## src/rtl/number_hit_detector_pkg.sv

```systemverilog
// Shared definitions for the number collision logic and the number display array.
package number_hit_detector_pkg;

  localparam int unsigned NumbersDefault = 3;
  localparam int unsigned CountWDefault  = 8;

  typedef enum logic [0:0] {
    StAccum  = 1'b0,
    StReport = 1'b1
  } hit_state_e;

endpackage

```

## src/rtl/number_hit_detector_lsb_priority_encoder.sv

```systemverilog
// Combinational lowest-set-bit encoder: index, one-hot and any flag.
module lsb_priority_encoder
  import number_hit_detector_pkg::*;
#(
  parameter int unsigned NUMBERS = NumbersDefault,
  parameter int unsigned IDX_W   = (NUMBERS > 1) ? $clog2(NUMBERS) : 1
) (
  input  logic [NUMBERS-1:0] req_i,
  output logic [IDX_W-1:0]   idx_o,
  output logic [NUMBERS-1:0] onehot_o,
  output logic               any_o
);

  // Two's-complement trick isolates the lowest set bit.
  assign onehot_o = req_i & (~req_i + NUMBERS'(1));
  assign any_o    = |req_i;

  always_comb begin
    idx_o = '0;
    for (int i = int'(NUMBERS) - 1; i >= 0; i--) begin
      if (req_i[i]) idx_o = IDX_W'(i);
    end
  end

endmodule

```

## src/rtl/number_hit_detector.sv

```systemverilog
// Accumulates player/number overlaps per frame and reports each number once per round,
// one registered one-hot pulse per cycle, lowest index first.
module number_hit_detector
  import number_hit_detector_pkg::*;
#(
  parameter int unsigned NUMBERS = NumbersDefault,
  parameter int unsigned IDX_W   = (NUMBERS > 1) ? $clog2(NUMBERS) : 1,
  parameter int unsigned COUNT_W = CountWDefault
) (
  input  logic               clk,
  input  logic               resetN,
  input  logic               start_of_frame_i,
  input  logic               new_round_i,
  input  logic               player_dr_i,
  input  logic [NUMBERS-1:0] numbers_dr_i,
  output logic [NUMBERS-1:0] single_hit_o,
  output logic               hit_valid_o,
  output logic [IDX_W-1:0]   hit_index_o,
  output logic [COUNT_W-1:0] hit_count_o
);

  hit_state_e         state_q, state_d;
  logic [NUMBERS-1:0] acc_q, acc_d;
  logic [NUMBERS-1:0] pending_q, pending_d;
  logic [NUMBERS-1:0] consumed_q, consumed_d;
  logic [COUNT_W-1:0] hit_count_q, hit_count_d;
  logic [NUMBERS-1:0] single_hit_q, single_hit_d;
  logic               hit_valid_q, hit_valid_d;
  logic [IDX_W-1:0]   hit_index_q, hit_index_d;

  logic [NUMBERS-1:0] ovl;
  logic [NUMBERS-1:0] merged;
  logic [IDX_W-1:0]   pend_idx;
  logic [NUMBERS-1:0] pend_onehot;
  logic               pend_any;

  // Numbers already reported or queued never feed the accumulator again.
  assign ovl    = numbers_dr_i & {NUMBERS{player_dr_i}} & ~consumed_q & ~pending_q;
  assign merged = acc_q | ovl;

  lsb_priority_encoder #(
    .NUMBERS (NUMBERS),
    .IDX_W   (IDX_W)
  ) u_pend_enc (
    .req_i    (pending_q),
    .idx_o    (pend_idx),
    .onehot_o (pend_onehot),
    .any_o    (pend_any)
  );

  always_comb begin
    acc_d        = merged;
    pending_d    = pending_q;
    consumed_d   = consumed_q;
    state_d      = state_q;
    hit_count_d  = hit_count_q;
    single_hit_d = '0;
    hit_valid_d  = 1'b0;
    hit_index_d  = '0;

    case (state_q)
      StAccum: begin
        if (start_of_frame_i) begin
          pending_d = merged;
          acc_d     = '0;
          state_d   = (|merged) ? StReport : StAccum;
        end
      end
      StReport: begin
        if (pend_any) begin
          single_hit_d = pend_onehot;
          hit_valid_d  = 1'b1;
          hit_index_d  = pend_idx;
          consumed_d   = consumed_q | pend_onehot;
          if (hit_count_q != '1) hit_count_d = hit_count_q + COUNT_W'(1);
        end
        pending_d = pending_q & ~pend_onehot;
        if (start_of_frame_i) begin
          pending_d = pending_d | merged;
          acc_d     = '0;
        end
        state_d = (|pending_d) ? StReport : StAccum;
      end
      default: state_d = StAccum;
    endcase

    // A new round wins over everything, including a report due this cycle.
    if (new_round_i) begin
      acc_d        = '0;
      pending_d    = '0;
      consumed_d   = '0;
      hit_count_d  = '0;
      state_d      = StAccum;
      single_hit_d = '0;
      hit_valid_d  = 1'b0;
      hit_index_d  = '0;
    end
  end

  always_ff @(posedge clk or negedge resetN) begin
    if (!resetN) begin
      state_q      <= StAccum;
      acc_q        <= '0;
      pending_q    <= '0;
      consumed_q   <= '0;
      hit_count_q  <= '0;
      single_hit_q <= '0;
      hit_valid_q  <= 1'b0;
      hit_index_q  <= '0;
    end else begin
      state_q      <= state_d;
      acc_q        <= acc_d;
      pending_q    <= pending_d;
      consumed_q   <= consumed_d;
      hit_count_q  <= hit_count_d;
      single_hit_q <= single_hit_d;
      hit_valid_q  <= hit_valid_d;
      hit_index_q  <= hit_index_d;
    end
  end

  assign single_hit_o = single_hit_q;
  assign hit_valid_o  = hit_valid_q;
  assign hit_index_o  = hit_index_q;
  assign hit_count_o  = hit_count_q;

endmodule

```

## config.mk

```make
export PLATFORM = sky130hd
export DESIGN_NAME = number_hit_detector
export DESIGN_NICKNAME = d
export VERILOG_FILES = /design/src/rtl/number_hit_detector_pkg.sv /design/src/rtl/number_hit_detector_lsb_priority_encoder.sv /design/src/rtl/number_hit_detector.sv
export SDC_FILE = /design/constraint.sdc
export NUM_CORES = 1
export LEC_CHECK = 0
export CAP_MARGIN = 25
export CORE_ASPECT_RATIO = 0.7
export CORE_MARGIN = 5
export CORE_UTILIZATION = 30
export CTS_CLUSTER_DIAMETER = 150
export DETAILED_ROUTE_END_ITERATION = 8
export HOLD_SLACK_MARGIN = 0.08
export PLACE_DENSITY = 0.55
export SYNTH_ARGS = -nofsm -noshare
export SYNTH_HDL_FRONTEND = slang
export SYNTH_HIERARCHICAL = 1
export SYNTH_SLANG_ARGS = --single-unit
```

## constraint.sdc

```tcl
create_clock -name clk -period 3.65 [get_ports clk]
set_clock_uncertainty 0.1 [all_clocks]
set_input_delay 0.73 -clock clk [delete_from_list [all_inputs] [get_ports clk]]
set_output_delay 0.73 -clock clk [all_outputs]
set_load 0.05 [all_outputs]
```

Yosys cells after proc, flatten, opt, wreduce, memory -nomap -nowiden
Cells that the tools add are included.
Widths: inputs -> output; s select.
{"block": "totals", "register_bits": 24, "elab_cells": 63}
{"block": "op_classes", "addsub": 2, "n_eq_ne": 2, "mux": 31, "bitwise": 12, "n_reduce_logical": 8}
{"op": "$mux 3", "n": 12}
{"op": "$mux 8", "n": 4}
{"op": "$and 3x3->3", "n": 5}
{"op": "$mux 2", "n": 6}
{"op": "$not 3->3", "n": 3}
{"op": "$or 3x3->3", "n": 3}
{"op": "$reduce_or 3->1", "n": 3}
{"op": "$add 8x1->8 const B", "n": 1}
{"op": "$ne 8x8->1 const B", "n": 1}
{"op": "$mux 1", "n": 7}
{"op": "$pmux 3 s2", "n": 1}
{"op": "$reduce_bool 2->1", "n": 3}
{"op": "$add 3x1->3 const B", "n": 1}
{"op": "$ne 3x3->1 const B", "n": 1}
{"op": "$reduce_and 3->1", "n": 1}
{"op": "$pmux 1 s2", "n": 1}
{"op": "$reduce_and 2->1", "n": 1}
{"op": "$not 1->1", "n": 1}

Longest topological paths before layout
{"block": "depth", "ltp_word": 12, "mapped_depth": 5, "ltp_nobuf": 4}

Hierarchy
Netlist, hierarchy kept.
{"mod": "number_hit_detector", "instances": 1, "cells_per_inst": 107, "area_each_um2": 1118.6, "seq_area_each_um2": 600.6}
{"mod": "lsb_priority_encoder", "instances": 1, "cells_per_inst": 6, "area_each_um2": 42.5, "seq_area_each_um2": 0.0}

Worst setup path before layout
No wires, ideal clock.
{"block": "synth_timing", "path_kind": "register -> register", "from": "register hit_count_q[0], in the netlist hit_count_o[0]", "to": "register hit_count_q[0], in the netlist hit_count_o[0]", "arrival_ns": 1.761, "required_time_ns": 3.422, "slack_ns": 1.661, "path_stages_with_launch": 6, "path_buffers": 1, "period_less_slack_ns": 1.989, "cell_sequence": "dfrtp_1 -> ha_1 -> and3_1 -> buf_2 -> a31oi_2 -> mux2_1"}
{"block": "synth_between", "elab_chain_cells": 5}
{"item": "start: declaration", "line_no": "number_hit_detector.sv:26", "text": "logic [COUNT_W-1:0] hit_count_q, hit_count_d;"}
{"item": "start signal: assignment", "line_no": "number_hit_detector.sv:115", "text": "hit_count_q <= hit_count_d;"}
{"item": "$add 8x1->8", "line_no": "number_hit_detector.sv:75", "text": "if (hit_count_q != '1) hit_count_d = hit_count_q + COUNT_W'(1);"}
{"item": "$mux 8", "line_no": "number_hit_detector.sv:75"}
{"item": "$mux 8", "line_no": "number_hit_detector.sv:70", "text": "if (pend_any) begin"}
{"item": "$mux 8", "line_no": "number_hit_detector.sv:61", "text": "case (state_q)"}
{"item": "$mux 8", "line_no": "number_hit_detector.sv:88", "text": "if (new_round_i) begin"}
Several ways; a longest one is shown, not always the timed one. The select of a mux whose other input is x is not followed.
A chain may end at the register's enable or synchronous reset.

Worst setup path in the final report
{"block": "layout_timing", "from": "register hit_count_q[0], in the netlist hit_count_o[0]", "to": "output port hit_count_o[0]"}
{"item": "end: declaration", "line_no": "number_hit_detector.sv:19", "text": "output logic [COUNT_W-1:0] hit_count_o"}
No word-level cell between the ends.

==> results.yml <==
run_status:
  status: "finished, final reports clean"
synth:
  ys_ff_latch: 24
  synth_nets: 122
  synth_area_per_cell_um2: 10.28
  synth_edf_count: 0
  async_flop_share_pct: 100.0
  ys_seq_area_share_pct: 51.72
  syn-instance-count: 113
  synthDistinctLibCells: 33
  ys_warn_count: 6
  synth_ff_type: "dfrtp_1"
  netlist_area_um2: 1161
route:
  first_pass_iters: 4
  avgViaCountPerCell: 5.006
  drcViolationCount: 0
  num_vias: 906
  ant_nets: 0
  routed_wl_mm: 2.510
  routedWlPerCell_um: 13.87
  drt_iter0_markers: 27
placed_design:
  io_buffers: 21
  dp_hpwl_mm: 1.838
  gp_congestion: 0.7862
power:
  peakVddDrop_uv: 214.4
  power_uw: 508.4
  power.leakage_nw: 0.6188
  p_per_area_nw_per_um2: 350.3
flow_run:
  maxCapViolCount: 0
floorplanning:
  die_h_um: 62.05
  ios: 22
  die_x_um: 84.36
  core_area_um2: 3626
  rows: 18
  die_area_um2: 5235
  start_util_pct: 32.02
cts:
  clkSlewWorstSetupHoldPaths_ns: 0.08
  clockBufferDepth: 2
  cts.hold.buffers_added: 0
  cts-root-buf: "clkbuf_8"
  htree_levels: 1
  post_cts_buffers: 0
  cts_tree: "built"
  cts_resized: 0
  cts_num_sinks: 24
  insertion_delay_ns: 0.26
  cts_buffers: 3
hold_path:
  hold_path.class: "reg2reg"
grt:
  grt_max_degree: 25
  antenna_found_initial: 0
  grt_usage_pct: 9.895
  grt_pass1_vias: 847
  grt_overflow: 0
  grt_pass1_wl_mm: 4.071
sta:
  hold_viol_final: 0
  slew_headroom_pct: 51.53
  tightest_slew_ns: 0.7248
  rsz0062_at_grt: "false"
  period_share_pct: 67.42
  fmax_mhz: 406.4
  drv_slew: 0
  period_minus_slack_ns: 2.461
  setup_viol: 0
  setup_tns_ns: 0
setup_path:
  critPathRequiredTime_ns: 2.82
  crit_buf_inv: 1
  slowest_delay_ns: 0.86
  path_delay_family: "buffers and inverters"
  critPathLaunchType: "flop"
  crit_type: "reg2out"
  crit_path_end_kind: "output port"
  critPathMaxFanout: 9
  slowest_stage: "clkdlybuf4s50_1"
  critPathArrivalTime_ns: 1.63
  cp_cell_sequence: "clkdlybuf4s50_1"
cells_and_area:
  syn_to_final_growth_pct: 25.00
  nFillCells: 354
  antenna_cells: 0
  nets: 141
  layout-drive-gt1-share_pct: 5.344
  post-route-util_pct: 40.03
==> synthesized netlist by cell type (3+ instances only) <==
cell       n  area [um^2]
nor2b_1    9        56.30
nand2_1    4        15.01
and3_1     3        18.77
nor3_1     5        25.02
buf_4      3        22.52
a21oi_1    7        35.03
dfrtp_1   24        600.6
buf_2      3        15.01
a31oi_1    4        25.02
o21ai_0    7        35.03
nor2_1     9        33.78
and2_1     5        31.28
nor4bb_1   3        30.03
==> state kept, by name (all words and copies together) (netlist names) <==
signal / count
acc_q: 3
consumed_q: 3
hit_count_o: 8
hit_index_o: 2
hit_valid_o: 1
pending_q: 3
single_hit_o: 3
state_q: 1
==> worst paths after layout <==
check | slack [ns] | depth (start not counted) | startpoint | endpoint
worst max-delay path | 1.19 | 1 | hit_count_o[0] | hit_count_o[0]
worst min-delay path | 0.42 | 2 | consumed_q[0] | consumed_q[0]
worst max register to register | 1.73 | 4 | pending_q[0] | hit_count_o[5]
worst min register to register | 0.42 | 2 | consumed_q[0] | consumed_q[0]
max in group asynchronous | 2.50 | 2 | resetN | hit_count_o[7]
min in group asynchronous | 0.71 | 2 | resetN | hit_count_o[0]
==> cells in the final DEF (no fill, tap or decap), types with 3 or more instances in the layout <==
cell	netlist	routed
a21oi_1	7	7
a31oi_1	4	4
and2_1	5	5
and3_1	3	3
clkbuf_8	0	4
clkdlybuf4s50_1	0	21
dfrtp_1	24	24
nand2_1	4	4
nor2_1	9	9
nor2b_1	9	9
nor3_1	5	5
nor4bb_1	3	3
o21ai_0	7	7
==> cells by family after synthesis <==
family          Yosys count  synth area share (%)
simple gates             48                 24.35
compound gates           28                 16.49
flops                    24                 51.72
buf+inv                  10                 4.525
mux                       2                 1.832
fa+ha+maj                 1                 1.077
==> cell type report <==
class | count | area, um^2 | share of cell area, %
clock buffer | 4 | 55.05 | 3.793
timing repair buffer | 22 | 217.7 | 15.00
tap | 50 | 62.56 | 4.310
inverter | 2 | 7.507 | 0.5172
multi-input combinational | 79 | 508.0 | 35.00
sequential | 24 | 600.6 | 41.38
==> where the power goes <==
group	switching, mW	internal [mW]	leakage, nW
logic	0.0293	0.0208	0.258
registers	0.00965	0.271	0.332
clock network	0.0814	0.0962	0.0288
total	0.120	0.388	0.619
==> layer usage <==
| metal | GRT usage [%] | routed length, um |
|---|---|---|
| met4 | 0.9029 | 0 |
| met5 | 0 | 0 |
| met1 | 14.26 | 1269 |
| met3 | 3.294 | 187 |
| met2 | 15.17 | 1053 |
==> metrics by stage <==
| stage | worst slack [ns] | hold WS, ns | cell area [um^2] | cells |
|---|---|---|---|---|
| 6_report | 1.189 | 0.4177 | 1451 | 181 |
| 5_1_grt | 1.132 | 0.4495 | 1451 | 181 |
| 4_1_cts | 1.174 | 0.4198 | 1451 | 181 |
| 3_5_place_dp | 1.191 | 0.3975 | 1396 | 177 |
| 3_3_place_gp | 1.291 | 0.4043 | 1396 | 177 |
| 2_1_floorplan | 1.661 | 0.3344 | 1161 | 113 |
No activity file was read; power rests on OpenSTA's default activity.
==> RTL edit 1 (same flow settings) <==
The package constant `CountWDefault` goes from 8 to 10.
--- a/src/rtl/number_hit_detector_pkg.sv
+++ b/src/rtl/number_hit_detector_pkg.sv
@@ -4,3 +4,3 @@
   localparam int unsigned NumbersDefault = 3;
-  localparam int unsigned CountWDefault  = 8;
+  localparam int unsigned CountWDefault  = 10;
 
Ports: changed (resized hit_count_o); port bits go from 22 to 24. The function was not compared with the original's and may differ.
==> RTL edit 1 against the unedited design <==
- combinational power decreased by 2%
- via count increased by 6.5%
- total power increased by 15%
- area after synthesis increased by 6.7%
- design area increased by 9.8%
- worst setup slack improved by 0.014 ns
- global-route usage increased by 0.38 points
- die area increased by 5.7%
- wire length increased by 4.9%
- sequential cell count increased by 2
- critical path type unchanged
- critical endpoint is now hit_count_o[3]
- largest cell class unchanged
==> RTL edit 1: results (changes against the unedited design) <==
Synthesis
  • Most frequent cells after synthesis: 26 x dfrtp_1, 16 x nor2_1, 9 x a21oi_1
  • Post-Synth XOR/XNOR Area: 0.01414 (+0.01414)
  • Syn Nets: 131 (+7.4%)
  • Adder-Cell Fraction of Synth Area: 0.01010 (-0.0006749)
  • Area contributors post-synth: dfrtp_1 53%, nor2_1 4.8%, a21oi_1 3.6%
  • Mux contribution to synthesized area: 0.03232 (+0.01400)
  • Seq/Total Area, Yosys: 0.5253 (+0.008011)
  • Synth Area in Compound Gates: 0.1253 (-0.03962)

GRT
  • Initial antenna violation count: 0 (unchanged)
  • First-pass GRT wire length: 4.519 mm (+11%)
  • All-layer global routing usage: 0.1027 (+0.003771)
  • Largest net degree at the start of global routing: 27 (+8.0%)
  • Vias in the first global route: 945 (+12%)

Placed design
  • Half-perimeter wire length after placement: 1.954 mm (+6.3%)
  • GP Congestion: 0.7901 (+0.50%)
  • IO buf count: 23 (+9.5%)

Worst setup path
  • CP endpoint: hit_count_o[3]
  • Worst R2R Setup Slack: 1.84 ns (+0.11 ns)
  • Worst Setup SP: hit_count_o[3]
  • Worst reg2reg path depth: 5 (+1)
  • Crit path max-delay family: buffers and inverters
  • CP Max Fanout: 7 (-2)
  • Reg2reg end: hit_count_o[9]

Detailed routing
  • Post-DR wirelength/cell: 13.30 um (-4.1%)
  • Vias post-DR: 965 (+6.5%)
  • Drt initial violations: 69 (+160%)

Clocking
  • Post-cts resize count: 0 (unchanged)
  • H-tree Lvls: 1 (unchanged)
  • # hold bufs at CTS: 0 (unchanged)
  • Total CTS buffers: 3 (unchanged)
  • Post-CTS setup repair buffer count: 0 (unchanged)

Die
  • Row count: 19 (+1)

Final layout
  • Final net count: 156 (+11%)
  • Max FFs per register: 10 (+2)
  • Layout cells sized above 1: 0.08904 (+0.03561)
  • Ant. Diodes: 0 (unchanged)

Power
  • P_sw: 0.1217 mW (+1.0%)
  • Clock group total power: 0.235 mW (+32%)
  • Leak Pwr: 0.6777 nW (+9.5%)
  • Peak VDD IR: 217.8 uV (+1.6%)
  • Sequential power: 0.299 mW (+6%)
  • Switch share: 0.2088 (-0.02806)

Status
  • Outcome: complete, no violations

Timing
  • Slew headroom: 0.6653 (+0.1500)

Hold path
  • Hold Path Class: reg2reg
## RTL edit 1: worst register-to-register path: cells and delay by family, from the launching register on
kind	cells	cell delay [ns]
and+or+nand+nor	5	1.13
DFF	1	0.49
## RTL edit 1: cell type report
| type | count | area (um2) |
|---|---|---|
| fillers | 401 | 2352 |
| flip-flops and latches | 26 | 650.6 |
| multi-input cells | 87 | 546.8 |
| repair buffers | 25 | 245.2 |
| well taps | 52 | 65.06 |
| clock buffers | 3 | 41.29 |
| clock inverters | 1 | 30.03 |
| inverters | 4 | 15.01 |
## RTL edit 1: per-layer routing
| metal | up-vias | wire length, um | part of all wire | track usage |
|---|---|---|---|---|
| met4 | 0 | 31 | 0.012 | 0.02335 |
| met3 | 2 | 171 | 0.065 | 0.03979 |
| li1 | 475 | - | - | - |
| met2 | 24 | 1190 | 0.45 | 0.1610 |
| met5 | - | 0 | 0 | 0 |
| met1 | 464 | 1240 | 0.47 | 0.1344 |
## RTL edit 1: how the worst min path moves through the flow
stage | end | start | slack, ns | cells past startpoint
detailed placement | consumed_q[0] | consumed_q[0] | 0.40 | 2
global placement | consumed_q[0] | consumed_q[0] | 0.38 | 2
CTS | consumed_q[0] | consumed_q[0] | 0.42 | 2
global route | consumed_q[0] | consumed_q[0] | 0.46 | 2
finish | consumed_q[0] | consumed_q[0] | 0.42 | 2
floorplan | acc_q[0] | resetN | 0.33 | 0
## RTL edit 1: per-stage QoR
step | setup WS (ns) | cells | utilization | instance area (um2)
after global routing | 1.133 | 198 | 0.4039 | 1594
after CTS | 1.193 | 198 | 0.4039 | 1594
after global placement | 1.522 | 194 | 0.3859 | 1523
final | 1.204 | 198 | 0.4039 | 1594
after detailed placement | 1.489 | 194 | 0.3859 | 1523
after floorplan | 1.773 | 122 | - | 1239
==> RTL edit 2 (same flow settings) <==
Without the edit above. Register the output `hit_count_o` once more, cleared by the reset; this adds one clock of latency there. The other outputs are not delayed to match.
--- a/src/rtl/number_hit_detector.sv
+++ b/src/rtl/number_hit_detector.sv
@@ -124,3 +124,9 @@
   assign hit_index_o  = hit_index_q;
-  assign hit_count_o  = hit_count_q;
+  always_ff @(posedge clk or negedge resetN) begin
+    if (!resetN) begin
+      hit_count_o <= '0;
+    end else begin
+      hit_count_o <= hit_count_q;
+    end
+  end
 
Check against the original RTL: not equivalent (Yosys sat finds a counterexample within 4 cycles, from zero or initial values and one cycle with resetN low).
==> RTL edit 2 against the unedited design <==
- cell count rose by 11%
- worst setup slack worse by 0.10 ns
- design area rose by 16%
- sequential cell count increased by 8
- area after synthesis increased by 16%
- count of clock-buffer cells in the layout increased by 2
- global-route usage increased by 0.082 points
- combinational power is 2% lower
- wire length up 9.9%
- register-to-register slack got worse by 0.05 ns
- total power increased by 32%
- synthesized cell count up 8.0%
- critical path type is now in2reg
==> RTL edit 2: results (changes against the unedited design) <==
Status
  • Outcome: complete, no violations

GRT
  • All-layer global routing usage: 0.09978 (+0.0008249)
  • Largest net degree at the start of global routing: 33 (+32%)
  • Vias in the first global route: 1017 (+20%)
  • Initial antenna violation count: 0 (unchanged)
  • First-pass GRT wire length: 4.657 mm (+14%)

Clocking
  • H-tree Lvls: 2 (+1)
  • Post-cts resize count: 0 (unchanged)
  • Clock Tree Buf Depth: 2 (unchanged)
  • Worst-skew pair later-pin latency: 0.29 ns (+0.03 ns)
  • Clock Pin Slew Worst Setup and Hold Paths: 0.06 ns (-0.02 ns)
  • CTS root buffer: clkbuf_8
  • Total CTS buffers: 5 (+2)
  • Post-CTS setup repair buffer count: 0 (unchanged)

Worst setup path
  • CP Data Arrival Time: 2.63 ns (+1.00 ns)
  • CP Max Fanout: 22 (+13)
  • Worst Setup SP: new_round_i
  • Slowest CP cell: clkdlybuf4s50_1
  • Worst reg2reg path depth: 5 (+1)
  • Worst Path Class, Setup: in2reg
  • Slowest stage delay, CP: 1.03 ns (+0.17 ns)
  • Crit path max-delay family: buffers and inverters

Final layout
  • Ant. Diodes: 0 (unchanged)
  • Layout cells sized above 1: 0.09589 (+0.04246)
  • Top Registers: hit_count_o x8, hit_count_q x8
  • FILL cells: 447 (+26%)
  • Final net count: 155 (+9.9%)

Detailed routing
  • Vias per inst: 5.015 (+0.19%)
  • Post-DR wirelength/cell: 13.72 um (-1.1%)
  • Drt initial violations: 50 (+85%)

Placed design
  • IO buf count: 21 (unchanged)
  • GP Congestion: 0.7675 (-2.4%)
  • Place WS: 0.7808 ns (-0.4106 ns)
  • Half-perimeter wire length after placement: 1.944 mm (+5.8%)

Timing
  • Worst slew pin tran: 0.8554 ns (+0.1306 ns)

Power
  • P_sw: 0.1597 mW (+33%)
  • Peak VDD IR: 164.0 uV (-24%)
  • Leak Pwr: 0.7311 nW (+18%)

Synthesis
  • Main synth FF type: dfrtp_1
  • Area contributors post-synth: dfrtp_1 59%, nor2_1 3.3%, nor2b_1 3.2%
  • Synth cell types: 33 (unchanged)
  • Seq/Total Area, Yosys: 0.5942 (+0.07700)
  • Most frequent cells after synthesis: 32 x dfrtp_1, 12 x nor2_1, 8 x o21ai_0
  • Yosys warning total: 6 (unchanged)
  • Syn Nets: 131 (+7.4%)

Hold path
  • HP Start: hit_count_q[7]
  • Hold Path Class: reg2reg
  • WHS Path Cells: 0 (-2)
RTL edit 2: stage by stage:
stage,power [mW],util,cells,area [um2]
floorplan,0.3996,-,122,1348
global placement,0.4225,0.3690,194,1607
detailed placement,0.4236,0.3690,194,1607
CTS,0.6771,0.3868,201,1684
global route,0.6939,0.3868,201,1684
finish,0.6688,0.3868,201,1684
RTL edit 2: power by group through the flow:
stage	clock network (mW)	logic, mW	registers, mW
2_1_floorplan	0	0.0264	0.373
5_1_grt	0.270	0.0554	0.368
3_3_place_gp	0	0.0491	0.373
4_1_cts	0.260	0.0502	0.367
3_5_place_dp	0	0.0500	0.374
6_report	0.252	0.0493	0.367
RTL edit 2: logic make-up (layout without fill, tap and decap cells):
group                      after synthesis  in the layout  synth area share
and+or+nand+nor                         52             52            0.2293
adders and majority gates                1              1          0.009284
AOI/OAI and AO/OA                       29             29            0.1300
muxes                                    1              1           0.01114
DFF                                     32             32            0.5942
buffers and inverters                    7             31           0.02599
RTL edit 2: cell type report:
class	count	area share
Multi-Input combinational cell	83	0.3039
Clock buffer	6	0.04309
Tap cell	55	0.04086
Timing Repair Buffer	22	0.1293
Sequential cell	32	0.4755
Clock inverter	1	0.002972
Inverter	2	0.004458
RTL edit 2: layer usage:
| metal | global-route usage | routed length, um |
|---|---|---|
| met5 | 0 | 0 |
| met4 | 0.05948 | 63 |
| met3 | 0.03982 | 182 |
| met2 | 0.1542 | 1211 |
| met1 | 0.1178 | 1301 |
RTL edit 2: worst paths after layout:
check | endpoint | slack [ns]
min | hit_count_o[7] | 0.34
max | hit_count_q[7] | 1.09
min reg2reg | hit_count_o[7] | 0.34
min in group asynchronous | pending_q[2] | 0.74
max reg2reg | hit_count_q[7] | 1.68
max in group asynchronous | hit_index_o[1] | 2.42
